[config.mk]
export PLATFORM = sky130hd
export DESIGN_NAME = imem_boot_seq
export DESIGN_NICKNAME = d
export VERILOG_FILES = /design/src/rtl/imem_boot_seq.sv
export SDC_FILE = /design/constraint.sdc
export NUM_CORES = 1
export LEC_CHECK = 0
export ABC_CLOCK_PERIOD_IN_PS = 3500
export BUFFER_PORTS_ARGS = -buffer_cell sky130_fd_sc_hd__clkbuf_2
export CAP_MARGIN = 20
export CORE_AREA = 2 2 144 146
export CTS_CLUSTER_SIZE = 40
export DETAILED_ROUTE_END_ITERATION = 12
export DIE_AREA = 0 0 146 148
export MAX_ROUTING_LAYER = met4
export PLACE_DENSITY_LB_ADDON = 0.2
export SLEW_MARGIN = 20
export SYNTH_ARGS = -nofsm -noshare
export SYNTH_HDL_FRONTEND = slang
export SYNTH_SLANG_ARGS = --single-unit
[constraint.sdc]
create_clock -name clk -period 3.5 [get_ports clk]
set_input_delay 0.175 -clock clk [delete_from_list [all_inputs] [get_ports clk]]
set_output_delay 0.175 -clock clk [all_outputs]
set_load 0.01 [all_outputs]
[src/rtl/imem_boot_seq.sv]
// Boot sequencer: streams load_count words into instruction memory, then runs the CPU for run_cycles.
// Writes land one cycle after each s_valid/s_ready transfer; s_ready is withheld outside LOAD.
module imem_boot_seq #(
  parameter int ADDR_W = 11,
  parameter int DATA_W = 32
) (
  input  logic              clk,
  input  logic              resetn,
  input  logic              start,
  input  logic              abort,
  input  logic [ADDR_W-1:0] load_base,
  input  logic [ADDR_W:0]   load_count,
  input  logic [15:0]       run_cycles,
  input  logic              s_valid,
  input  logic [DATA_W-1:0] s_data,
  output logic              s_ready,
  output logic              w_enable,
  output logic [ADDR_W-1:0] w_adrs,
  output logic [DATA_W-1:0] w_instruction,
  output logic              cpu_en,
  output logic              busy,
  output logic              done,
  output logic              err
);

  typedef enum logic [1:0] {IDLE, LOAD, RUN, DONE} state_t;

  localparam logic [ADDR_W:0]   CNT_ONE = {{ADDR_W{1'b0}}, 1'b1};
  localparam logic [ADDR_W-1:0] PTR_ONE = {{(ADDR_W-1){1'b0}}, 1'b1};

  state_t              state, state_nxt;
  logic [ADDR_W:0]     rem, rem_nxt;
  logic [ADDR_W-1:0]   wr_ptr, wr_ptr_nxt;
  logic [15:0]         run_left, run_left_nxt;
  logic                run_inf, run_inf_nxt;
  logic                err_nxt, s_ready_nxt, w_enable_nxt, cpu_en_nxt, busy_nxt, done_nxt;
  logic [ADDR_W-1:0]   w_adrs_nxt;
  logic [DATA_W-1:0]   w_instr_nxt;
  logic                xfer;

  // abort masks the handshake so a word offered alongside it is never written
  assign xfer = (state == LOAD) && s_ready && s_valid && !abort;

  always_ff @(posedge clk or negedge resetn) begin
    if (!resetn) begin
      state         <= IDLE;
      rem           <= '0;
      wr_ptr        <= '0;
      run_left      <= '0;
      run_inf       <= 1'b0;
      err           <= 1'b0;
      s_ready       <= 1'b0;
      w_enable      <= 1'b0;
      w_adrs        <= '0;
      w_instruction <= '0;
      cpu_en        <= 1'b0;
      busy          <= 1'b0;
      done          <= 1'b0;
    end else begin
      state         <= state_nxt;
      rem           <= rem_nxt;
      wr_ptr        <= wr_ptr_nxt;
      run_left      <= run_left_nxt;
      run_inf       <= run_inf_nxt;
      err           <= err_nxt;
      s_ready       <= s_ready_nxt;
      w_enable      <= w_enable_nxt;
      w_adrs        <= w_adrs_nxt;
      w_instruction <= w_instr_nxt;
      cpu_en        <= cpu_en_nxt;
      busy          <= busy_nxt;
      done          <= done_nxt;
    end
  end

  always_comb begin
    state_nxt    = state;
    rem_nxt      = rem;
    wr_ptr_nxt   = wr_ptr;
    run_left_nxt = run_left;
    run_inf_nxt  = run_inf;
    err_nxt      = err;
    w_enable_nxt = 1'b0;
    w_adrs_nxt   = w_adrs;
    w_instr_nxt  = w_instruction;
    cpu_en_nxt   = 1'b0;

    if (abort) begin
      state_nxt = IDLE;
      rem_nxt   = '0;
      if (state == LOAD || state == RUN) err_nxt = 1'b1;
    end else begin
      case (state)
        IDLE, DONE: begin
          if (start) begin
            wr_ptr_nxt   = load_base;
            rem_nxt      = load_count;
            run_left_nxt = run_cycles;
            run_inf_nxt  = (run_cycles == 16'd0);
            err_nxt      = 1'b0;
            state_nxt    = (load_count != '0) ? LOAD : RUN;
          end
        end
        LOAD: begin
          if (xfer) begin
            w_enable_nxt = 1'b1;
            w_adrs_nxt   = wr_ptr;
            w_instr_nxt  = s_data;
            wr_ptr_nxt   = wr_ptr + PTR_ONE;
            rem_nxt      = rem - CNT_ONE;
          end else if (rem == '0) begin
            // the final write strobe is on the bus this cycle
            state_nxt = RUN;
          end
        end
        RUN: begin
          if (run_inf) begin
            cpu_en_nxt = 1'b1;
          end else if (run_left != 16'd0) begin
            cpu_en_nxt   = 1'b1;
            run_left_nxt = run_left - 16'd1;
          end else begin
            state_nxt = DONE;
          end
        end
        default: state_nxt = IDLE;
      endcase
    end

    s_ready_nxt = (state_nxt == LOAD) && (rem_nxt != '0);
    busy_nxt    = (state_nxt == LOAD) || (state_nxt == RUN);
    done_nxt    = (state_nxt == DONE);
  end

endmodule

Word-level counts from Yosys, hierarchy flattened
Cells that the tools add are included.
- add/subtract/negate cells: 3
- equal/unequal tests: 11
- mux-type cells: 30
- bitwise logic cells: 1
- reduce and logical (&&, ||, !) cells: 23
- operators with widths (operator ; count):
    $mux W16 ; 3
    $mux W12 ; 3
    $pmux W16 S2 ; 1
    $pmux W12 S2 ; 1
    $reduce_bool A12 Y1 ; 2
    $mux W11 ; 2
    $pmux W11 S2 ; 1
    $logic_not A16 Y1 ; 1
    $reduce_bool A16 Y1 ; 1
    $sub A16 B1 Y16 const B ; 1
    $mux W2 ; 7
    $logic_not A12 Y1 ; 1
    $sub A12 B1 Y12 const B ; 1
    $add A11 B1 Y11 const B ; 1
    $mux W1 ; 11
    $reduce_and A3 Y1 ; 3
    $eq A2 B2 Y1 const B ; 4
    $reduce_bool A2 Y1 ; 4
    $ne A2 B2 Y1 const B ; 3
    $pmux W2 S3 ; 1
    $reduce_and A5 Y1 ; 1
    $eq A2 B1 Y1 const B ; 2
    $logic_and A1 B1 Y1 ; 4
    $ne A2 B1 Y1 const B ; 2
    other kinds (6) ; 7
- bits in registers: 91
- output and inout port bits: 49

Depth between registers and ports, before layout
Gate-level depths: netlist of the first run.
- depth after elaboration: 9
- gate-level depth with buffers: 11

Least setup slack after synthesis of the first run
Ideal clock, no wire load.
- path kind: register to register
- start point: reg state[0]
- end point: reg s_ready
- setup time: 0.129 ns
- arrival time: 2.536 ns
- setup slack: 0.835 ns
- stages on the path, launching flop included: 10
- path buffers: 1
- clock period less this slack: 2.665 ns
- path through: dfrtp_1 -> inv_1 -> ha_1 -> nor2b_4 -> buf_6 -> or4_1 -> o211ai_1 -> o311ai_1 -> or4_1 -> o41a_1
- word-level cells in the longest chain between the ends: 9
- RTL lines (item ; line ; source):
    start: declaration ; 31 ; state_t state, state_nxt;
    start signal: assignment ; 60 ; state <= state_nxt;
    $eq A2 B1 Y1 ; 42, 93 ;
    $logic_and A1 B1 Y1 (3 in series) ; 42 ; assign xfer = (state == LOAD) && s_ready && s_valid && !abort;
    $mux W12 ; 105 ; if (xfer) begin
    $pmux W12 S2 * ; 93 ; case (state)
    $mux W12 * ; 88 ; if (abort) begin
    named net rem_nxt[6] ; 32 ; logic [ADDR_W:0] rem, rem_nxt;
    $reduce_bool A12 Y1 * ; 130 ; s_ready_nxt = (state_nxt == LOAD) && (rem_nxt != '0);
    $logic_and A1 B1 Y1 * ; 130 ;
    named net s_ready_nxt ; 36 ; logic err_nxt, s_ready_nxt, w_enable_nxt, cpu_en_nxt, busy_nxt, done_nxt;
    end signal: assignment ; 66 ; s_ready <= s_ready_nxt;
    end: declaration ; 16 ; output logic s_ready,
Mark *: on every way through the listed nets, which the timed path passes. The rest lies on a longest branch.
A chain may end at the register's enable or synchronous reset.

Final worst setup path of the first run
Same ends and word-level chain as after synthesis.

==> reports/metrics.csv, run 1 <==
metric,value,unit
most frequent cells in the layout,"151 x nand2_1, 123 x clkbuf_2, 91 x dfrtp_1",
"Cell Area, Synth",4760,µm²
fin crit share,84.8,%
Final Critical Period,2.97,ns
WP data arrival,3.21,ns
Initial DRC Count,404,
max-capacitance violation count,0,
Crit path largest cell delay,0.52,ns
diode count,0,
Critical path destination,s_ready$_DFF_PN0_,
FF-to-FF path depth,8,
1st-pass router iterations,4,
"Gates resized, CTS repair",0,
cell taking the most area after synthesis,dfrtp_1,
Hold Fails Final Rpt,0,
Syn Inst Count,561,
via count,4624,
first-pass GRT wire length,24.8,mm
sum of negative setup slack,0,ns
"Seq/Total Area, Yosys",47.8,%
final design utilization,30.4,%
relative slew slack,59.1,%
largest net degree at the start of global routing,43,
CTS tree,yes,
ys flop type,dfrtp_1,
PD cells,760,nW/µm²
CP Data Required Time,3.74,ns
Setup crit start kind,register,
"setup slack, reg-to-reg",0.53,ns
DP HPWL,11.1,mm
Worst-Margin Slew,0.613,ns
Inserted Clock Buffers,9,
# DRC,0,
clk_skew,0.0104,ns
FP Rows,52,
Clock Tree Root,clkbuf_16,
CP Cell Sequence,"inv_1, ha_1, nor2b_4, or4_1, o211ai_1, o311ai_1, or4_1, o41a_1",
Syn Area/Cell,8.49,µm²
final setup violation count,0,
initial antenna violation count,0,
Total Wirelength,15.3,mm
gr ovfl total,0,
Syn. warnings,0,
Min Hold Slack,0.0109,ns
Syn-to-layout area delta,27.8,%
"Slew Viols, Final",0,
number of synthesized flops with an enable pin,0,
post-synth top area share,47.8,%
"most common cell after layout, fill and taps aside",nand2_1,
via-per-instance ratio,4.80,
CTS H-tree lvls,3,
fraction of layout cells with a size suffix above 1,23.6,%
"Reg clk slew, reported paths",0.07,ns
WL per Instance,15.9,µm
Worst path most repeated cell,or4_1,
clk_lat worst skew,0.35,ns
P_leak,2.96,nW
Synth Register Bits,91,
FMAX,337,MHz
RR Endpoint,s_ready$_DFF_PN0_,
status,"finished, final reports clean",
CP endpoint kind,register,
core area,20000,µm²
hold bufs inserted after CTS,11,
Synth area leaders,"dfrtp_1 48%, nand2_1 12%, a21oi_1 3.2%",
HP Class,in2reg,
GPL Wtd Cong,0.936,
port bufs,124,
clock tree sinks,91,
Die ar.,21600,µm²
die extent in y,148,µm
clock buffer depth,2,
crit path max fanout,15,
Worst R2R Start,state[0]$_DFF_PN0_,
Worst Setup Path Type,reg2reg,
"Distinct cells, synth",57,
synthesized net count,645,
initial cell density of the core,23.8,%
die width,146,µm
Layout Nets,773,
Slowest cell on crit path,or4_1,
post-CTS setup buffers,0,
Crit. Startpoint,state[0]$_DFF_PN0_,
number of global-route vias before repair,4501,
Final ANT Viol Nets,0,
worst vdd ir,0.274,mV
GRT Resource Usage Total,14.8,%
I/O Pins,125,
unrepaired setup endpoints after global routing,false,
asr flop ratio synth,100,%
==> synthesized netlist by cell type (2+ instances only) <==
| cell type | number |
|---|---|
| nand4b_1 | 3 |
| nor2b_1 | 4 |
| a22oi_1 | 2 |
| o211ai_1 | 2 |
| o21a_1 | 2 |
| a21oi_1 | 30 |
| a31oi_1 | 10 |
| nor3b_1 | 4 |
| o22ai_1 | 16 |
| nor3_1 | 16 |
| o31ai_1 | 3 |
| nand3b_1 | 2 |
| mux2_2 | 3 |
| inv_1 | 16 |
| dfrtp_1 | 91 |
| nand2_1 | 151 |
| o311ai_1 | 3 |
| and3_1 | 12 |
| nand2b_1 | 9 |
| or2_2 | 5 |
| clkbuf_1 | 25 |
| or4_1 | 4 |
| o21ai_0 | 29 |
| a32oi_1 | 2 |
| or3_1 | 3 |
| nand3_1 | 17 |
| ha_1 | 8 |
| nor2_1 | 31 |
| and4_1 | 3 |
| o32ai_1 | 2 |
| a211oi_1 | 6 |
| nor4_1 | 17 |
| mux2i_1 | 3 |
| nand4_1 | 4 |
==> kinds of logic after synthesis <==
logic type,Yosys count,share of synthesized area [%]
AOI/OAI and AO/OA,118,15.4
adders and majority gates,8,2.10
buffers and inverters,45,3.76
DFF,91,47.8
muxes,6,1.34
and+or+nand+nor,293,29.6
==> worst min-delay path by stage <==
stage | end | cells after the start | slack (ns) | from
floorplan | busy$_DFF_PN0_ | 0 | -0.12 | resetn
detailed placement | w_instruction[11]$_DFFE_PN0P_ | 1 | 0.21 | resetn
finish | w_instruction[22]$_DFFE_PN0P_ | 3 | 0.01 | s_data[22]
global route | w_instruction[18]$_DFFE_PN0P_ | 3 | 0.002 | s_data[18]
CTS | w_instruction[22]$_DFFE_PN0P_ | 3 | 0.0003 | s_data[22]
global placement | w_instruction[14]$_DFFE_PN0P_ | 1 | 0.20 | resetn
==> metal layers <==
layer  track usage (%)  share of wire, %
met1              19.9                46
met5                 -                 0
met3              2.44               5.2
met4              5.34               1.8
met2              22.5                47
==> worst max-delay path: cells and delay by family, from the launching register on <==
family	cells	cell delay [ns]
AOI/OAI and AO/OA	3	0.68
adders and majority gates	1	0.49
buffers and inverters	1	0.10
DFF	1	0.40
and+or+nand+nor	3	1.18
==> power by group <==
| group | internal, mW | switching, mW | leakage [nW] |
|---|---|---|---|
| logic | 0.715 | 1.08 | 1.65 |
| clock network | 0.519 | 0.478 | 0.144 |
| registers | 1.46 | 0.374 | 1.16 |
| total | 2.69 | 1.93 | 2.96 |
==> flip-flops by register name, summed over array words and instances, names as in the netlist <==
signal and count:
cpu_en 1, state 2, rem 12, err 1
s_ready 1, w_enable 1, done 1, busy 1
run_left 16, wr_ptr 11, run_inf 1, w_adrs 11
w_instruction 32
==> through the flow <==
stage / cell area [µm²] / instances / worst slack, ns / total power [mW]
CTS: 6080 / 964 / 0.528 / 4.66
detailed placement: 5680 / 937 / 0.538 / 3.63
floorplan: 4760 / 561 / 0.835 / 2.94
global route: 6080 / 964 / 0.299 / 5.00
global placement: 5680 / 937 / 0.605 / 3.61
finish: 6080 / 964 / 0.532 / 4.63
==> final cells by class <==
| type | instances | area [µm²] |
|---|---|---|
| fill | 2176 | 14000 |
| timing repair buffer | 144 | 801 |
| multi-input combinational | 425 | 2300 |
| tap | 270 | 338 |
| clock inverter | 6 | 56.3 |
| inverter | 18 | 68.8 |
| sequential | 91 | 2280 |
| clock buffer | 10 | 239 |
Power figures use the tool's default switching activity.
==> run 2: changes to the inputs <==
Settings changed: ABC_CLOCK_PERIOD_IN_PS 3500 to 3100.
Clock period 3.5 ns to 3.1 ns, I/O delays scaled along.
==> run 2 against run 1 <==
- maximum frequency up 4.1%
- critical endpoint unchanged
- critical path type unchanged
- sequential power up 14%
- non-clock buffer count up 24
- largest power group is now combinational logic
==> reports/metrics.csv, run 2 (synthesized netlist as in run 1, its figures left out) <==
metric,value,unit,change
placed insts,942,,was 937
Die ar.,21600,µm²,unchanged
CTS tree,yes,,unchanged
WP data arrival,3.08,ns,was 3.21 ns
# DRC,0,,unchanged
Syn-to-layout area delta,32.7,%,was 27.8%
"Slew Viols, Final",0,,unchanged
Initial DRC Count,324,,was 404
relative slew slack,50.6,%,was 59.1%
CP endpoint kind,register,,unchanged
worst vdd ir,0.266,mV,was 0.274 mV
clock tree sinks,91,,unchanged
via count,4765,,was 4624
Finished Layout Cells,988,,was 964
die extent in y,148,µm,unchanged
port bufs,124,,unchanged
status,"finished, final reports clean",,unchanged
FF-to-FF path depth,9,,was 8
Fill cells,2155,,was 2176
worst hold stages,3,,unchanged
Inserted Clock Buffers,9,,unchanged
diode count,0,,unchanged
post-CTS setup buffers,0,,unchanged
unrepaired setup endpoints after global routing,false,,unchanged
Largest register FFs,32,,unchanged
Crit. Startpoint,state[0]$_DFF_PN0_,,unchanged
multi-input logic area,2300,µm²,unchanged
clk_skew,0.00902,ns,was 0.0104 ns
"Reg clk slew, reported paths",0.07,ns,about the same
GRT Resource Usage Total,14.8,%,about the same
Worst-Margin Slew,0.741,ns,was 0.613 ns
gr ovfl total,0,,unchanged
final setup violation count,0,,unchanged
biggest regs,"w_instruction: 32 flops, run_left: 16 flops, rem: 12 flops",,unchanged
HP Class,in2reg,,unchanged
P_leak,3.06,nW,was 2.96 nW
"Gates resized, CTS repair",0,,unchanged
FMAX,351,MHz,was 337 MHz
Final ANT Viol Nets,0,,unchanged
number of global-route vias before repair,4651,,was 4501
first-pass GRT wire length,24.8,mm,about the same
Clock Tree Root,clkbuf_16,,unchanged
sum of negative setup slack,0,ns,unchanged
DP HPWL,11.1,mm,about the same
Worst Setup Path Type,reg2reg,,unchanged
1st-pass router iterations,4,,unchanged
die width,146,µm,unchanged
initial antenna violation count,0,,unchanged
FP Rows,52,,unchanged
Top reg by flops,w_instruction,,unchanged
initial cell density of the core,23.8,%,unchanged
"most common cell after layout, fill and taps aside",nand2_1,,unchanged
largest net degree at the start of global routing,79,,was 43
crit path max fanout,9,,was 15
fraction of layout cells with a size suffix above 1,23.5,%,was 23.6%
Layout Nets,797,,was 773
Worst R2R Start,state[0]$_DFF_PN0_,,unchanged
Setup crit start kind,register,,unchanged
GPL Wtd Cong,0.856,,was 0.936
clk_lat worst skew,0.35,ns,about the same
Total Wirelength,15.6,mm,was 15.3 mm
core area,20000,µm²,unchanged
CTS H-tree lvls,3,,unchanged
HP Start,s_data[2],,was s_data[22]
WL per Instance,15.8,µm,was 15.9 µm
hold bufs inserted after CTS,29,,was 11
Seq. cell area,2280,µm²,unchanged
most frequent cells in the layout,"151 x nand2_1, 123 x clkbuf_2, 91 x dfrtp_1",,unchanged
PD cells,837,nW/µm²,was 760 nW/µm²
clock buffer depth,2,,unchanged
I/O Pins,125,,unchanged
CP Data Required Time,3.33,ns,was 3.74 ns
Final Critical Period,2.85,ns,was 2.97 ns
max-capacitance violation count,0,,unchanged
via-per-instance ratio,4.82,,was 4.80
Hold Fails Final Rpt,0,,unchanged
overall power,5.29,mW,was 4.63 mW
fin crit share,92.0,%,was 84.8%
## run 2: changes by cell type in the layout (fill, tap and decap cells not counted)
cell           delta
dlygate4sd3_1    +19
buf_4             +4
buf_6             +1
clkbuf_8          -1
clkinv_8          +1
clkinvlp_4        +1
inv_6             -1
## run 2: worst paths after layout
path	to	slack (ns)
worst max-delay path	s_ready$_DFF_PN0_	0.25
worst min-delay path	w_instruction[2]$_DFFE_PN0P_	0.01
min in group asynchronous	w_instruction[16]$_DFFE_PN0P_	0.41
worst min register to register	w_instruction[3]$_DFFE_PN0P_	0.47
worst max register to register	s_ready$_DFF_PN0_	0.25
max in group asynchronous	run_left[12]$_DFFE_PN0P_	1.95
## run 2: through the flow
step                hold WS, ns  worst slack [ns]  instance area (µm²)  util, %
finish                  0.00961             0.248                 6320     31.5
global route             0.0251            0.0950                 6320     31.5
CTS                     0.00204             0.282                 6300     31.5
detailed placement        0.351             0.283                 5720     28.5
global placement          0.347             0.379                 5720     28.5
floorplan                -0.141             0.435                 4760        -
## run 2: layout make-up
class	count	share of cell area, %
clock inverter	7	1.13
inverter	18	1.09
timing repair buffer	168	16.3
clock buffer	9	3.57
tap	270	5.35
multi-input combinational	425	36.5
sequential	91	36.0
## run 2: critical path, stage by stage (launching register included)
cell      delay [ns]
dfrtp_1         0.41
inv_1           0.10
ha_1            0.39
buf_4           0.21
nand2b_1        0.14
nand2_1         0.11
o311ai_1        0.27
o311ai_1        0.19
or4_1           0.55
o41a_1          0.37
## run 2: report_power, final
| group | internal (mW) | switching [mW] | total (mW) |
|---|---|---|---|
| registers | 1.65 | 0.428 | 2.08 |
| clock network | 0.567 | 0.549 | 1.12 |
| logic | 0.866 | 1.23 | 2.10 |
## run 2: layer usage
layer | share of wire [%] | track usage (%) | wire length (µm)
met1 | 46 | 19.4 | 7200
met2 | 48 | 22.9 | 7470
met3 | 4.2 | 2.56 | 660
met4 | 2.1 | 5.92 | 322
met5 | 0 | - | 0
